[src/rtl/coin_start_sequencer.sv]
// Turns Start 1P / Start 2P requests into a frame-paced coin-then-select sequence
// for the arcade core. Frame ticks come from rising edges of the core's vblank.
module coin_start_sequencer #(
  parameter int COIN_FRAMES  = 4,
  parameter int GAP_FRAMES   = 8,
  parameter int START_FRAMES = 4
) (
  input  logic       clk_sys,
  input  logic       reset,
  input  logic       enable,
  input  logic       vblank,
  input  logic       start1_req,
  input  logic       start2_req,
  output logic       coin_out,
  output logic [1:0] start_out,
  output logic       busy
);

  localparam logic [2:0] S_IDLE     = 3'd0;
  localparam logic [2:0] S_COIN     = 3'd1;
  localparam logic [2:0] S_COIN_GAP = 3'd2;
  localparam logic [2:0] S_START    = 3'd3;
  localparam logic [2:0] S_END_GAP  = 3'd4;

  localparam logic [3:0] COIN_LEN  = 4'(COIN_FRAMES);
  localparam logic [3:0] GAP_LEN   = 4'(GAP_FRAMES);
  localparam logic [3:0] START_LEN = 4'(START_FRAMES);

  logic [2:0] state, state_next;
  logic [3:0] fcnt, fcnt_next;
  logic [1:0] coins_left, coins_next;
  logic       sel, sel_next;
  logic       prev1, prev2, prev_vb;

  logic edge1, edge2, tick, frame_done;

  assign edge1      = start1_req & ~prev1;
  assign edge2      = start2_req & ~prev2;
  assign tick       = vblank & ~prev_vb;
  assign frame_done = tick && (fcnt == 4'd1);

  // Every transition reloads fcnt, so a tick landing on the entry edge is never counted.
  always_comb begin
    state_next = state;
    fcnt_next  = fcnt;
    coins_next = coins_left;
    sel_next   = sel;
    if (!enable) begin
      state_next = S_IDLE;
      fcnt_next  = 4'd0;
      coins_next = 2'd0;
    end else begin
      if (state != S_IDLE && tick) fcnt_next = fcnt - 4'd1;
      case (state)
        S_IDLE: begin
          if (edge2) begin
            sel_next   = 1'b1;
            coins_next = 2'd2;
            state_next = S_COIN;
            fcnt_next  = COIN_LEN;
          end else if (edge1) begin
            sel_next   = 1'b0;
            coins_next = 2'd1;
            state_next = S_COIN;
            fcnt_next  = COIN_LEN;
          end
        end
        S_COIN: begin
          if (frame_done) begin
            coins_next = coins_left - 2'd1;
            state_next = S_COIN_GAP;
            fcnt_next  = GAP_LEN;
          end
        end
        S_COIN_GAP: begin
          if (frame_done) begin
            if (coins_left != 2'd0) begin
              state_next = S_COIN;
              fcnt_next  = COIN_LEN;
            end else begin
              state_next = S_START;
              fcnt_next  = START_LEN;
            end
          end
        end
        S_START: begin
          if (frame_done) begin
            state_next = S_END_GAP;
            fcnt_next  = GAP_LEN;
          end
        end
        S_END_GAP: begin
          if (frame_done) begin
            state_next = S_IDLE;
            fcnt_next  = 4'd0;
          end
        end
        default: begin
          state_next = S_IDLE;
          fcnt_next  = 4'd0;
        end
      endcase
    end
  end

  // prev registers start at 1 so a button held through reset is not seen as a new press.
  always_ff @(posedge clk_sys) begin
    if (reset) begin
      state      <= S_IDLE;
      fcnt       <= 4'd0;
      coins_left <= 2'd0;
      sel        <= 1'b0;
      prev1      <= 1'b1;
      prev2      <= 1'b1;
      prev_vb    <= 1'b0;
      coin_out   <= 1'b0;
      start_out  <= 2'b00;
      busy       <= 1'b0;
    end else begin
      state      <= state_next;
      fcnt       <= fcnt_next;
      coins_left <= coins_next;
      sel        <= sel_next;
      prev1      <= start1_req;
      prev2      <= start2_req;
      prev_vb    <= vblank;
      // Outputs follow the current state one cycle later; a disable blanks them immediately.
      coin_out   <= enable && (state == S_COIN);
      start_out  <= (enable && (state == S_START)) ? (sel ? 2'b10 : 2'b01) : 2'b00;
      busy       <= enable && (state != S_IDLE);
    end
  end

endmodule

[config.mk]
export PLATFORM = sky130hd
export DESIGN_NAME = coin_start_sequencer
export DESIGN_NICKNAME = d
export VERILOG_FILES = /design/src/rtl/coin_start_sequencer.sv
export SDC_FILE = /design/constraint.sdc
export NUM_CORES = 1
export LEC_CHECK = 0
export CORE_MARGIN = 2
export CORE_UTILIZATION = 35
export CTS_CLUSTER_DIAMETER = 50
export DETAILED_ROUTE_END_ITERATION = 16
export GPL_ROUTABILITY_DRIVEN = 0
export SLEW_MARGIN = 20
export SYNTH_ARGS = -nofsm -noshare
export SYNTH_HDL_FRONTEND = slang
export SYNTH_SLANG_ARGS = --single-unit
[constraint.sdc]
create_clock -name clk_sys -period 4.7 [get_ports clk_sys]
set_input_delay 0.94 -clock clk_sys [delete_from_list [all_inputs] [get_ports clk_sys]]
set_output_delay 0.94 -clock clk_sys [all_outputs]
set_load 0.02 [all_outputs]
Word level (Yosys, flattened, before mapping) --
Index checks and enable logic that the tools add are counted.
Cells by class: add/subtract/negate cells 2, eq/ne operators 10, muxes and demuxes 22, bitwise logic cells 8, reductions and logical operators 16
Operators with widths (number):
- 4-bit 2-to-1 mux | 6
- 3-bit 2-to-1 mux | 6
- 4-bit one-hot mux with 4 select lines | 1
- 3-bit one-hot mux with 5 select lines | 1
- 2-bit 2-to-1 mux | 5
- 2-bit != test, second input constant | 4
- 3-bit by 2-bit equality test with 1-bit output, second input constant | 2
- 3-bit AND reduction | 2
- 2-bit nonzero test | 3
- 2-bit OR reduction | 3
- 1-bit logical AND | 5
- 1-bit NOT | 5
- 5-bit AND reduction | 1
- 4-bit by 1-bit equality test with 1-bit output, second input constant | 1
- 2-bit one-hot mux with 2 select lines | 1
- 4-bit by 1-bit subtractor with 4-bit output, second input constant | 1
- 1-bit bitwise AND | 3
- 3-bit by 1-bit equality test with 1-bit output, second input constant | 1
- 3-bit equality test, second input constant | 1
- 3-bit logical NOT | 1
- 3-bit != test, second input constant | 1
- 3-bit nonzero test | 1
- 1-bit 2-to-1 mux | 2
- 2-bit by 1-bit subtractor with 2-bit output, second input constant | 1
Word-level totals: register bits 17, input bits 6, output and inout port bits 4, logic and storage cells 68

Depth between registers and ports, before layout --
depth after elaboration 7, mapped depth 7, gate-level depth less buffers 6

Worst setup path before layout --
Ideal clock, no wire load.
path type input -> register, start input vblank, end register fcnt[2], setup time 117 ps, arrival 1899 ps, data required time 4583 ps, slack 2683 ps, stages on the path 4, path buffers 0, path through nor4b_4 -> nand2_1 -> a211o_1 -> a32o_1
Between the ends: cells in the longest elaborated chain, start to end 6, elaborated cells on any way between the ends 10, those cells by class mux: 7; bitwise: 1; reduce/logical: 2
Ends and longest elaborated chain:
- start: declaration | line 11 | input logic vblank,
- 1-bit bitwise AND * | line 39 | assign tick = vblank & ~prev_vb;
- 1-bit logical AND | line 53 | if (state != S_IDLE && tick) fcnt_next = fcnt - 4'd1;
- 4-bit 2-to-1 mux | line 53
- 4-bit 2-to-1 mux | line 61 | end else if (edge1) begin
- 4-bit 2-to-1 mux | line 56 | if (edge2) begin
- 4-bit one-hot mux with 4 select lines * | line 54 | case (state)
- end signal: assignment | line 121 | fcnt <= fcnt_next;
- end: declaration | line 30 | logic [3:0] fcnt, fcnt_next;
Every way passes the cells marked *; elsewhere a longest branch is shown, timed or not. A chain may end at the register's enable or synchronous reset.

Final worst setup path --
Ends and elaborated chain as after synthesis.

==> reports/qor.txt <==
=========================================================================================
Routed via count                                                                      858
Final number of setup-violating endpoints                                               0
Commonest cells after routing, fill and taps aside                           dfxtp_1, nor2_1, clkdlybuf4s50_1
Count of cells resized by post-cts repair                                               0
Total half-perimeter wirelength after legalization and detailed placement         1510 um
DIE WIDTH                                                                         57.1 um
Final Max Tran Viols                                                                    0
Latest clock arrival within the worst-skew pair                                   0.29 ns
Clock-pin slew on the worst setup and hold paths                                  0.11 ns
Hold Crit Class                                                              flip-flop to flip-flop
Fraction of final layout cells sized beyond drive strength 1                        11.3%
P_leak                                                                           0.395 nW
CP peak stage delay                                                               0.51 ns
Global routing's busiest layer                                                       met2
First-pass GRT wire length                                                        3580 um
Global-route total usage across every layer                                         13.7%
Dominant combinational cell family by area after synthesis                   simple AND/OR/NAND/NOR gates
Proportion of register bits with asynchronous set or reset after synthesis             0%
Net total in the final layout                                                         134
Critical path class                                                          primary input to flip-flop
Post-synthesis sequential area ratio                                                34.5%
Slew at the pin closest to its max-slew limit                                    0.547 ns
Count of antenna diodes in the layout                                                   0
Reg2reg start                                                                state[0]$_SDFFE_PP0P_
Maximum clock rate                                                              0.420 GHz
Cell-by-cell listing of the critical path                                    clkdlybuf4s50_1, nor4b_4, a21oi_2, a211o_1, a32o_1
Met2 usage                                                                          22.3%
Commonest non-fill, non-tap cell in the layout                                    dfxtp_1
Number of clock buffers inserted by TritonCTS                                           3
Met1 Usage GRT                                                                      18.2%
Iter 0 DRT Violations                                                                  24
Final period demand of the worst path                                             2.38 ns
Layout Area Growth over Synthesis                                                   11.7%
Met3 track demand over resource                                                     1.36%
Overflow left after global routing                                                      0
Kind of start point of the critical path                                     primary input
Crit path max-delay family                                                   compound AO/OA/AOI/OAI gates
Number of levels the H-tree was split into                                              1
Register-to-register setup slack                                                  2.95 ns
Beginning of the worst hold path                                             coins_left[1]$_SDFFE_PP0P_
Reg-to-reg endpoint                                                          fcnt[1]$_SDFF_PP0_
Slew headroom                                                                       63.5%
Number of endpoints with negative hold slack in the final report                        0
Sequential cell area in the final layout                                         340 um^2
Top cell type's share of synthesized area                                           34.5%
Clock tree from TritonCTS                                                            done
Routed wire length per instance                                                   12.7 um
VDD IR max                                                                       0.157 mV
Number of cells produced by synthesis                                                 116
Number of enable-type register cells in the synthesized netlist                         0
Effective utilization at floorplan                                                  36.4%
Worst slack after detailed placement                                              2.00 ns
Total Negative Setup Slacks                                                          0 ns
Share of the cycle needed by the critical path after routing                        50.7%
Power density over cell area                                                  239 mW/mm^2
Compound-gate portion of the synthesized area                                       23.3%
Post-synth top flop                                                               dfxtp_1
Antenna violations before repair                                                        0
Adder and majority gate portion of the synthesized area                             3.80%
Multiplexer share of the synthesized area                                           1.01%
Mapped cell area                                                                 987 um^2
Max Fanout on Critical Path                                                             9
Buf/Inv on CP                                                                           1
Avg Synthesized Cell Area                                                       8.51 um^2
Post-route setup slack                                                            2.32 ns
Depth of the worst hold-timing path                                                     2
Number of global-route vias before repair                                             840
Result of the run                                                            finished, final reports clean
Routed Wire Length                                                                1970 um
Area of the die                                                              0.00326 mm^2
Setup repair after global routing missed its margin                                 false
Clock root buffer                                                                clkbuf_4
Number of routed nets with antenna violations                                           0
Buffer depth of the longest clock path                                                  2
# Max-Cap Violations                                                                    0
Data required time at the worst endpoint                                          4.90 ns
Count of port buffers added during placement                                            9
Library cells used by synthesis                                                        45
Total number of placement rows                                                         19
I/O Pins                                                                               10
Data arrival, critical path                                                       2.58 ns
Area of the core region                                                      0.00271 mm^2
Number of synthesized register bits                                                    17
CTS Hold Bufs                                                                           0
Die Span Y                                                                        57.1 um
Area fraction in and, or, nand and nor cells after synthesis                        29.7%
Multi-input combinational cell area                                              579 um^2
Area share of xor/xnor cells in the synthesized design                             0.887%
Post-CTS Repair Setup Buffers                                                           0
Critical Path End Type                                                          flip-flop
Clock sink total                                                                       17
Largest net degree at the start of global routing                                      21
Vias per Instance                                                                    5.54
Yosys top cell by area                                                            dfxtp_1
Cell with the largest stage delay on the worst path                          clkdlybuf4s50_1
Clk_skew                                                                       0.00689 ns
FILL cells                                                                            312
Hold Path End                                                                coins_left[1]$_SDFFE_PP0P_
Total DRC errors in the routed layout                                                   0
First-pass iteration count of the detailed router                                       4
Number of cell instances on the worst register-to-register path                         4
Warnings from Yosys                                                                     0
Post-Syn Nets                                                                         125
Largest cells by area after synthesis                                        dfxtp_1, ha_1, nand2b_1, nor2_1, nor2b_1
=========================================================================================
flip-flops by register name, summed over array words and instances (netlist names):
signal      count
sel             1
start_out       2
coins_left      2
prev_vb         1
prev1           1
state           3
busy            1
prev2           1
coin_out        1
fcnt            4
cell families (layout without fill, tap and decap cells):
logic type      Yosys count  count (layout)
compound gates           32              32
buf+inv                  12              20
fa+ha+maj                 3               3
flops                    17              17
xor+xnor                  1               1
mux                       1               1
simple gates             50              50
final cells by class:
| type | count | share of cell area [%] |
|---|---|---|
| clock buffers | 3 | 2.04 |
| clock inverters | 1 | 0.454 |
| inverters | 7 | 2.38 |
| multi-input cells | 87 | 52.6 |
| flip-flops and latches | 17 | 30.9 |
| well taps | 31 | 3.52 |
| repair buffers | 9 | 8.17 |
layer usage:
| metal | wire [um] | part of all wire (%) |
|---|---|---|
| met3 | 46 | 2.3 |
| met2 | 953 | 48 |
| met4 | 18 | 0.92 |
| met1 | 948 | 48 |
| met5 | 0 | 0 |
worst max-delay path by stage:
stage	to	from	slack, ns	cells past startpoint
floorplan	fcnt[2]$_SDFF_PP0_	vblank	2.68	4
global placement	fcnt[2]$_SDFF_PP0_	vblank	2.04	5
detailed placement	fcnt[2]$_SDFF_PP0_	vblank	2.00	5
CTS	fcnt[2]$_SDFF_PP0_	vblank	2.34	5
global route	coins_left[1]$_SDFFE_PP0P_	vblank	2.20	5
finish	fcnt[2]$_SDFF_PP0_	vblank	2.32	5
power breakdown:
part | switching [W] | total [W] | internal (W)
Clock | 0.0000482 | 0.0000797 | 0.0000316
Sequential | 0.00000382 | 0.000151 | 0.000147
Combinational | 0.0000167 | 0.0000326 | 0.0000159
worst reg2reg max path, cell delays in order (launching register included):
cell	delay [ns]
dfxtp_1	0.49
or2_2	0.42
o31ai_1	0.32
o221ai_1	0.19
a211oi_1	0.26
stage by stage:
stage | utilization (%) | std cells | cell area (um^2) | total power, W | hold WS [ns]
floorplan | - | 116 | 987 | 0.000177 | 0.422
global placement | 39.7 | 151 | 1070 | 0.000187 | 0.463
detailed placement | 39.7 | 151 | 1070 | 0.000187 | 0.462
CTS | 40.7 | 155 | 1100 | 0.000269 | 0.481
global route | 40.7 | 155 | 1100 | 0.000281 | 0.492
finish | 40.7 | 155 | 1100 | 0.000263 | 0.478
Yosys cell counts (all sizes together) (2+ instances only):
master	instances
dfxtp	17
nor2	10
a21oi	7
inv	6
nand2b	6
nor3	6
nand2	5
nor2b	5
a211oi	4
and3	3
buf	3
ha	3
nor4b	3
o21ai	3
or2	3
a31oi	2
clkbuf	2
nand3	2
nand4	2
o21bai	2
o31ai	2
or3	2
No activity file was read; power rests on OpenSTA's default activity.
